===== src/rtl/probe_rle_packer.sv =====
// Run-length packer for logic-analyzer probe bytes.
// Collapses runs of identical samples into 2-byte tokens (value, length-1),
// buffers them in a small circular FIFO and serializes them onto an
// 8-bit downstream FIFO interface with a full-flag handshake.
module probe_rle_packer #(
   parameter int DEPTH_LOG2 = 4
) (
   input  logic       clk,
   input  logic       reset_n,
   input  logic [7:0] sample,
   input  logic       enable,
   input  logic       fifo_full,
   output logic [7:0] fifo_data,
   output logic       fifo_wr,
   output logic       overflow,
   output logic       busy
);

   localparam int DEPTH = 2 ** DEPTH_LOG2;
   localparam logic [DEPTH_LOG2:0] FULL_OCC = (DEPTH_LOG2 + 1)'(DEPTH);

   typedef enum logic [1:0] {IDLE, SEND_VALUE, SEND_COUNT} state_t;

   state_t                state, state_next;
   logic [7:0]            cur_value;
   logic [7:0]            run_count;
   logic                  run_valid;
   logic [15:0]           token_mem [DEPTH];
   logic [15:0]           head;
   logic [DEPTH_LOG2-1:0] wr_ptr, rd_ptr;
   logic [DEPTH_LOG2:0]   occupancy, occupancy_next;
   logic                  push, push_ok, pop;

   // A run closes on a new value, a saturated count, or capture disable.
   assign push    = run_valid && (!enable || (sample != cur_value) || (run_count == 8'hFF));
   assign fifo_wr = (state != IDLE) && !fifo_full;
   assign pop     = (state == SEND_COUNT) && fifo_wr;
   // A pop on the same edge frees a slot, so a full buffer can still accept.
   assign push_ok = push && ((occupancy != FULL_OCC) || pop);
   assign head    = token_mem[rd_ptr];
   assign busy    = run_valid || (occupancy != '0) || (state != IDLE);

   // Occupancy after this edge; the serializer uses it to decide whether to stream on.
   always_comb begin
      occupancy_next = occupancy;
      case ({push_ok, pop})
         2'b10:   occupancy_next = occupancy + 1'b1;
         2'b01:   occupancy_next = occupancy - 1'b1;
         default: occupancy_next = occupancy;
      endcase
   end

   // Run tracker: open, extend or close the current run.
   always_ff @(posedge clk or negedge reset_n) begin
      if (!reset_n) begin
         cur_value <= 8'h00;
         run_count <= 8'h00;
         run_valid <= 1'b0;
      end else if (enable) begin
         if (!run_valid || push) begin
            cur_value <= sample;
            run_count <= 8'h00;
            run_valid <= 1'b1;
         end else begin
            run_count <= run_count + 8'd1;
         end
      end else begin
         run_valid <= 1'b0;
      end
   end

   // Token storage is data only, so it carries no reset.
   always_ff @(posedge clk) begin
      if (push_ok) token_mem[wr_ptr] <= {cur_value, run_count};
   end

   // Buffer pointers, occupancy and sticky drop flag.
   always_ff @(posedge clk or negedge reset_n) begin
      if (!reset_n) begin
         wr_ptr    <= '0;
         rd_ptr    <= '0;
         occupancy <= '0;
         overflow  <= 1'b0;
      end else begin
         if (push_ok) wr_ptr <= wr_ptr + 1'b1;
         if (pop)     rd_ptr <= rd_ptr + 1'b1;
         occupancy <= occupancy_next;
         if (push && !push_ok) overflow <= 1'b1;
      end
   end

   // Serializer state register.
   always_ff @(posedge clk or negedge reset_n) begin
      if (!reset_n) state <= IDLE;
      else          state <= state_next;
   end

   // Serializer next state and output byte; a stalled write leaves both unchanged.
   always_comb begin
      state_next = state;
      fifo_data  = 8'h00;
      case (state)
         IDLE: begin
            if (occupancy != '0) state_next = SEND_VALUE;
         end
         SEND_VALUE: begin
            fifo_data = head[15:8];
            if (fifo_wr) state_next = SEND_COUNT;
         end
         SEND_COUNT: begin
            fifo_data = head[7:0];
            if (fifo_wr) state_next = (occupancy_next != '0) ? SEND_VALUE : IDLE;
         end
         default: state_next = IDLE;
      endcase
   end

endmodule

===== config.mk =====
export PLATFORM = sky130hd
export DESIGN_NAME = probe_rle_packer
export DESIGN_NICKNAME = d
export VERILOG_FILES = /design/src/rtl/probe_rle_packer.sv
export SDC_FILE = /design/constraint.sdc
export NUM_CORES = 1
export LEC_CHECK = 0
export ABC_AREA = 1
export CORE_UTILIZATION = 55
export CTS_BUF_LIST = sky130_fd_sc_hd__clkbuf_8
export DETAILED_ROUTE_END_ITERATION = 10
export PLACE_DENSITY = 0.76
export SLEW_MARGIN = 20
export SYNTH_ARGS = -nofsm -noshare
export SYNTH_HDL_FRONTEND = slang
export SYNTH_SLANG_ARGS = --single-unit

===== constraint.sdc =====
create_clock -name clk -period 3.7 [get_ports clk]
set_input_delay 0.74 -clock clk [delete_from_list [all_inputs] [get_ports clk]]
set_output_delay 0.74 -clock clk [all_outputs]
set_load 0.05 [all_outputs]

## Word-level counts from Yosys, hierarchy flattened

Memory sizes are Yosys's and may differ from the RTL's.
Cells that the tools add are included.

- Register bits: 33
- Memory bits (writable): 256
- Output and inout port bits: 11
- Memories: 1

- Add/sub/neg operators: 5
- Equality and inequality tests: 11
- Mux-type cells: 12
- Reduce and logical (&&, ||, !) cells: 21

Memory list:

| memory | words | bits a word | read ports | clocked after Yosys merged registers in | wr ports | line | RTL |
|---|---|---|---|---|---|---|---|
| token_mem | 16 | 16 | 1 | 0 | 1 | 28 | `logic [15:0] token_mem [DEPTH];` |

Operator list:

| operator | number |
|---|---|
| 8-bit case mux with 2 select lines | 1 |
| 5-bit case mux with 2 select lines | 1 |
| 5-bit nonzero test | 2 |
| 4-bit by 1-bit adder with 4-bit output, second input constant | 2 |
| 8-bit by 1-bit adder with 8-bit output, second input constant | 1 |
| 8-bit equality test, second input constant | 1 |
| 8-bit two-way mux | 1 |
| 8-bit inequality test | 1 |
| 1-bit logical OR | 6 |
| 2-bit two-way mux | 3 |
| 2-bit inequality test, second input constant | 3 |
| 2-bit case mux with 3 select lines | 1 |
| 5-bit by 1-bit adder with 5-bit output, second input constant | 1 |
| 1-bit logical AND | 5 |
| 1-bit two-way mux | 5 |
| 5-bit inequality test, second input constant | 1 |
| 5-bit by 1-bit subtractor with 5-bit output, second input constant | 1 |
| 2-bit by 1-bit equality test with 1-bit output, second input constant | 2 |
| 2-bit equality test, second input constant | 2 |
| 1-bit logical NOT | 4 |
| 3-bit AND reduction | 1 |
| 2-bit logical NOT | 1 |
| 2-bit by 1-bit inequality test with 1-bit output, second input constant | 1 |
| 2-bit AND reduction | 1 |
| 2-bit nonzero test | 1 |

## Logic depth before layout (Yosys ltp)

Gate-level depths: netlist of run 1.

- Depth after elaboration: 11
- Gate-level depth with buffers: 23
- Depth with buffers taken out: 23

## Worst setup path before layout of run 1

OpenSTA, ideal clock, no wires.

- Path type: input to register
- From: in fifo_full
- To: mem token_mem[11][0], enable pin
- Library setup time: 0.388 ns
- Data arrival time: 2.862 ns
- Required time: 3.312 ns
- Setup slack: 0.450 ns
- Cell stages on the path: 7
- Path buffers: 0
- Path through: nor2_2 > nand2_1 > nand2_1 > nand3_4 > inv_1 > nand2_1 > nor2_1

- Cells in the longest elaborated chain, start to end: 7

Ends and longest elaborated chain:

| what | line | RTL |
|---|---|---|
| start, declared | 12 | `input logic fifo_full,` |
| 1-bit logical NOT | 36 | `assign fifo_wr = (state != IDLE) && !fifo_full;` |
| 1-bit logical AND | 36 |  |
| 1-bit logical AND | 37 | `assign pop = (state == SEND_COUNT) && fifo_wr;` |
| 1-bit logical OR | 39 | `assign push_ok = push && ((occupancy != FULL_OCC) \|\| pop);` |
| 1-bit logical AND | 39 |  |
| 1-bit two-way mux | 74 | `if (push_ok) token_mem[wr_ptr] <= {cur_value, run_count};` |
| 1-bit two-way mux (implied by the code) | 74 |  |
| end, declared | 28 |  |

No other way between the ends.

## Final worst setup path of run 1

- From: reg rd_ptr[0]
- To: out fifo_data[6]

- Cells in the longest elaborated chain, start to end: 2

Ends and longest elaborated chain:

| what | line | RTL |
|---|---|---|
| start, declared | 30 | `logic [DEPTH_LOG2-1:0] wr_ptr, rd_ptr;` |
| start signal, assigned | 86 | `if (pop) rd_ptr <= rd_ptr + 1'b1;` |
| memory read 16 x 16 bit | n/a |  |
| 8-bit case mux with 2 select lines | 102 | `case (state)` |
| end, declared | 13 | `output logic [7:0] fifo_data,` |

No other way between the ends.

==> results_dict.tcl, run 1 <==
set metrics [dict create \
    cts_sinks 289 \
    setup_violations 0 \
    synthesis.nets 966 \
    io_buffers 22 \
    cpMaxStageDelayCell "dfrtp_4" \
    slowest_delay_ns 0.49 \
    cpMostUsedCell "buf_4" \
    min_from "overflow" \
    drcViolationCount 0 \
    ys.flop_type "edfxtp_1" \
    crit_type "flop to primary output" \
    r2r-start "cur_value[5]" \
    diodes 0 \
    grt_overflow 0 \
    dr.first_iter.drc_count 856 \
    ir_drop_v 0.000715 \
    num_io_pins 23 \
    worst_pin_slew_ns 0.646 \
    clkPwrFrac_pct 24.5 \
    path_depth 8 \
    routed_via_density 6.11 \
    hold_buffers 0 \
    p_seq_share_pct 41.2 \
    outcome "finished clean" \
    post_cts_resized 0 \
    end_kind "primary output" \
    drtAntennaViolNets 0 \
    ys_async_sr_fraction_pct 11.4 \
    cap_violations 0 \
    crit_chain "clkinv_2, buf_4, o21ai_0, o22ai_1, o211ai_1, a21oi_1, o21a_1, buf_4" \
    wl_um 28400 \
    rsz0062_at_grt "false" \
    synth_top_cell_by_area "edfxtp_1" \
    cts_tree "done" \
    post_cts_buffers 0 \
    finalCriticalPeriod_ns 3.53 \
    crit_family "compound AO/OA/AOI/OAI gates" \
    hp-class "flop to flop" \
    hold_viol 0 \
    cts_buffers 44 \
    grt_pass1_vias 7815 \
    synth_common_cells "edfxtp_1 (256), nor2_1 (160), o21ai_0 (141)" \
    critPathLaunchType "flop" \
    grt_max_degree 131 \
    drive_above_1_share_pct 13.4 \
    synth.distinct_cells 33 \
    avgSynthCellArea_um2 12.7 \
    cts_root_buf "clkbuf_8" \
    yosysMostFrequentCell "edfxtp_1" \
    cts_max_level 2 \
    rows 53 \
    synth_seq_area_share_pct 71.5 \
    cts.path.max_buffers 3 \
    grt_util_all_layers_pct 26.6 \
    synth-seq-cells 289 \
    slew_viol_final 0 \
    crit_fanout 22 \
    holdPathStages 1 \
    via_count 7960 \
    clock_skew_ns 0.0127 \
    synth_edf_count 256 \
    hpwl_um 15700 \
    crit_required_ns 2.96 \
    p_per_area_mw_per_mm2 739 \
    grt_pass1_wl_um 43500 \
    dieArea_mm2 0.0222 \
    internal_power_w 0.00623 \
    antenna_found_initial 0 \
    die_height_um 149 \
    r2r_cells 22 \
    clock_latency_ns 0.54 \
    drtPass1Iterations 5 \
    place_congestion 0.831 \
    yosys_warnings 0 \
    syn_area_mm2 0.0119 \
    yosysTopAreaCellShare_pct 64.6 \
    clk_pin_slew_ns 0.06 \
    area_growth_pct 13.1 \
    cp_data_arrival_time_ns 2.79 \
    setup_tns_ns 0 \
    core_mm2 0.0211 \
    synth_area_leaders "edfxtp_1 (65%), dfrtp_1 (6.9%), o21ai_0 (5.9%)" \
    initial_core_util_pct 56.4 \
    fmax_ghz 0.283 \
    p_sw_share_pct 37.3 \
    wl_per_cell_um 21.8 \
    leakage_nw 4.68 \
    die-width_um 149 \
    fin_nets 1021 \
    fin_crit_sh_pct 95.4 \
    cp_num_buf_inv 3 \
    r2r_slack_ns 0.77 \
    switchingPower_w 0.00371 \
    r2r-end "state[0]" \
    netlist_instances 940 \
    slew_headroom_pct 56.9 \
    combinationalPowerShare_pct 34.3 \
    total_power_w 0.00994 \
    hold_end "overflow" \
]
-- layer usage --
layer | routed length, um | share of wire, % | GRT usage, %
met5 | 0 | 0 | 0
met4 | 1030 | 3.6 | 12.6
met3 | 2720 | 9.6 | 6.06
met2 | 13500 | 47 | 42.2
met1 | 11200 | 39 | 35.1
-- power by group through the flow --
| stage | Combinational, W | Sequential (W) | Clock (W) |
|---|---|---|---|
| after floorplan | 0.00224 | 0.00413 | 0 |
| after global placement | 0.00327 | 0.00415 | 0 |
| after detailed placement | 0.00336 | 0.00416 | 0 |
| after CTS | 0.00338 | 0.00409 | 0.00247 |
| after global routing | 0.00369 | 0.00413 | 0.00260 |
| final | 0.00341 | 0.00410 | 0.00244 |
-- kinds of logic (layout without fill, tap and decap cells) --
logic type,after synthesis,after routing,synth area share [%]
AND/OR/NAND/NOR,276,276,9.85
flip-flops,289,289,71.5
adder cells (fa/ha/maj),14,14,1.53
AO/OA/AOI/OAI,256,256,13.0
buffers and inverters,91,178,3.06
XOR/XNOR,14,14,1.03
-- worst register-to-register path, stage by stage, from the launching register on --
cell	delay [ns]
dfrtp_1	0.72
inv_1	0.09
nand2_1	0.08
nand2_1	0.04
nor2_1	0.10
nand2_1	0.10
nor2_4	0.12
nand2_4	0.10
nand2_4	0.09
nand2_4	0.08
inv_1	0.14
ha_1	0.29
a21oi_1	0.14
nand2_1	0.07
xor2_1	0.14
nand3_1	0.08
nand2_1	0.07
nor2_1	0.11
nand3_1	0.08
nand2_1	0.06
nand2_1	0.05
nand2_1	0.05
nand2_1	0.04
-- cell usage in the layout, fill, tap and decap left out, types with 2 or more instances in the layout --
| master | n |
|---|---|
| buf_12 | 5 |
| clkinvlp_4 | 2 |
| clkdlybuf4s50_1 | 14 |
| nand3_1 | 27 |
| inv_1 | 46 |
| nand4_1 | 4 |
| edfxtp_1 | 256 |
| a21oi_1 | 20 |
| xor2_1 | 9 |
| bufinv_16 | 2 |
| clkbuf_8 | 46 |
| dfrtp_1 | 31 |
| nand2_1 | 69 |
| buf_4 | 45 |
| nand3_2 | 3 |
| nor2_1 | 144 |
| o211ai_1 | 20 |
| clkinv_1 | 14 |
| ha_1 | 13 |
| o221ai_1 | 44 |
| o21ai_0 | 141 |
| clkinv_2 | 3 |
| o22ai_1 | 21 |
| o21a_1 | 8 |
| xnor2_1 | 5 |
| nor2_2 | 18 |
| nand2_4 | 4 |
| nand2_2 | 2 |
-- registers in the layout, summed over array words and instances (netlist names) --
name and cells:
run_valid 1, run_count 8, wr_ptr 4, cur_value 8, rd_ptr 4, token_mem 256
occupancy 5, overflow 1, state 2
-- layout make-up --
type	count	area, um2
Inverter	36	136
Clock inverter	32	183
Multi-Input combinational cell	560	3070
Tap cell	275	344
Clock buffer	46	633
Sequential cell	289	8520
Timing Repair Buffer	64	578
Fill cell	1539	7630
-- how the worst max path moves through the flow --
stage | slack, ns | endpoint | from
after floorplan | 0.45 | token_mem[11][0] | fifo_full
after global placement | 0.31 | state[0] | enable
after detailed placement | 0.24 | state[0] | enable
after CTS | 0.17 | fifo_data[6] | rd_ptr[0]
after global routing | 0.06 | fifo_data[6] | rd_ptr[0]
final | 0.17 | fifo_data[6] | rd_ptr[0]
-- stage by stage --
stage / util, % / hold WS, ns / setup slack, ns / instance area (um2) / cells
2_1_floorplan: - / 0.444 / 0.450 / 11900 / 940
3_3_place_gp: 60.0 / 0.472 / 0.313 / 12600 / 1224
3_5_place_dp: 60.0 / 0.466 / 0.237 / 12600 / 1224
4_1_cts: 63.8 / 0.483 / 0.167 / 13500 / 1302
5_1_grt: 63.8 / 0.500 / 0.0636 / 13500 / 1302
6_report: 63.8 / 0.473 / 0.170 / 13500 / 1302
Power figures use the tool's default switching activity.
==> run 2: changes to the inputs <==
--- a/config.mk
+++ b/config.mk
@@ -6,10 +6,11 @@
 export NUM_CORES = 1
 export LEC_CHECK = 0
 export ABC_AREA = 1
-export CORE_UTILIZATION = 55
+export CORE_UTILIZATION = 64
 export CTS_BUF_LIST = sky130_fd_sc_hd__clkbuf_8
 export DETAILED_ROUTE_END_ITERATION = 10
-export PLACE_DENSITY = 0.76
+export MAX_ROUTING_LAYER = met4
+export PLACE_DENSITY = 0.86
 export SLEW_MARGIN = 20
 export SYNTH_ARGS = -nofsm -noshare
 export SYNTH_HDL_FRONTEND = slang
==> results_dict.tcl, run 2 (synthesis results as in run 1) <==
set metrics [dict create \
    outcome "complete, but fails checks" \
    violations "design-rule violations" \
    p_per_area_mw_per_mm2 730 \
    diodes 0 \
    leakage_nw 4.72 \
    largest_reg_flops 256 \
    largest-register "token_mem" \
    drtPass1Iterations 8 \
    wl_um 27800 \
    cts_tree "done" \
    end_kind "primary output" \
    met1Wirelength_um 10300 \
    drcViolationCount 2 \
    grt_pass1_wl_um 43100 \
    cap_violations 0 \
    num_io_pins 23 \
    die_height_um 138 \
    drtAntennaViolNets 0 \
    routed.top_layer "met4" \
    post_cts_buffers 0 \
    grt_max_degree 131 \
    hold_viol 0 \
    core_mm2 0.0181 \
    crit_fanout 130 \
    dieArea_mm2 0.0191 \
    dpl_cell_area_mm2 0.0126 \
    rsz0062_at_grt "true" \
    rows 49 \
    final_common_cell "edfxtp_1" \
    crit_chain "buf_12, o21ai_0, o221ai_1, nand3_1, a21oi_1, o21a_1, buf_4" \
    crit_type "flop to primary output" \
    via_count 8138 \
    reg.largest.list "token_mem x256, cur_value x8, run_count x8" \
    hp-class "flop to flop" \
    cts_max_level 2 \
    setup_violations 0 \
    cpMaxStageDelayCell "dfrtp_4" \
    ir_drop_v 0.000592 \
    grt_overflow 0 \
    dr.first_iter.drc_count 1165 \
    fin_crit_sh_pct 98.1 \
    fin_area_mm2 0.0134 \
    antenna_found_initial 0 \
    wl_per_cell_um 22.0 \
    cp_data_arrival_time_ns 2.89 \
    grt_pass1_vias 7985 \
    worst_pin_slew_ns 0.614 \
    slew_viol_final 0 \
    die-width_um 138 \
    crit_required_ns 2.96 \
    slew_headroom_pct 59.1 \
    area_growth_pct 12.4 \
    cts_buffers 44 \
    io_buffers 22 \
    cts.path.max_buffers 3 \
    clock_skew_ns 0.00993 \
    cts_sinks 289 \
    most-common-layout-cells "edfxtp_1 (256), nor2_1 (149), o21ai_0 (141)" \
    utilization_pct 74.0 \
    grt_util_all_layers_pct 30.8 \
    routed-wl-met3_um 3160 \
    hpwl_um 16100 \
    finalCriticalPeriod_ns 3.63 \
    setup_tns_ns 0 \
    place_congestion 0.847 \
    critPathLaunchType "flop" \
    cts_root_buf "clkbuf_8" \
    clk_pin_slew_ns 0.06 \
    clock_latency_ns 0.55 \
    initial_core_util_pct 65.8 \
    dr_wl_met2_um 13300 \
    slowest_delay_ns 0.43 \
    fin_nets 1029 \
    routed_via_density 6.43 \
    drive_above_1_share_pct 13.4 \
    fmax_ghz 0.276 \
]
## run 2: cell count changes in the layout (fill, tap and decap cells not counted), sizes merged
| cell | change |
|---|---|
| buf | +8 |
| bufinv | -2 |
| clkinv | -3 |
| clkinvlp | -1 |
| inv | +7 |
## run 2: worst paths after layout
kind                            from      endpoint  slack, ns  cells after the start
max                        rd_ptr[0]  fifo_data[1]       0.07                      7
min                         overflow      overflow       0.48                      1
min in group asynchronous    reset_n  occupancy[0]       0.60                      2
min reg2reg                 overflow      overflow       0.48                      1
max in group asynchronous    reset_n     rd_ptr[0]       2.76                      2
max reg2reg                 state[0]      state[0]       0.73                     19
## run 2: where the power goes
group / switching (W) / internal [W]
Combinational: 0.00238 / 0.000995
Clock: 0.00114 / 0.00115
Sequential: 0.000169 / 0.00393
## run 2: area by class of cell
| cell class | instances | area [um2] |
|---|---|---|
| clock buffers | 46 | 633 |
| clock inverters | 33 | 131 |
| fillers | 1029 | 4710 |
| inverters | 36 | 136 |
| multi-input cells | 560 | 3050 |
| flip-flops and latches | 289 | 8520 |
| well taps | 229 | 287 |
| repair buffers | 72 | 617 |
## run 2: stage by stage
step	std cells	setup WS, ns	hold WS (ns)	total power, W
4_1_cts	1265	0.0662	0.487	0.00972
2_1_floorplan	940	0.450	0.444	0.00637
3_5_place_dp	1186	0.211	0.466	0.00745
5_1_grt	1265	-0.0214	0.510	0.0102
6_report	1265	0.0719	0.482	0.00977
3_3_place_gp	1186	0.356	0.488	0.00730
## run 2: critical path, delay by kind of cell (launching register included)
kind / cells / cell delay, ns
AOI/OAI and AO/OA: 4 / 1.09
buffers and inverters: 2 / 0.61
DFF: 1 / 0.43
and+or+nand+nor: 1 / 0.15
## run 2: timing repair
action	in CTS	in global routing
gates resized for setup	0	1
endpoints found under the setup margin	0	2
hold buffers	0	0
## run 2: per-layer routing
| layer | global-route usage [%] | vias up |
|---|---|---|
| met5 | - | - |
| met3 | 6.03 | 95 |
| met1 | 40.3 | 3902 |
| met2 | 46.7 | 544 |
| met4 | 15.5 | 0 |
| li1 | - | 3597 |
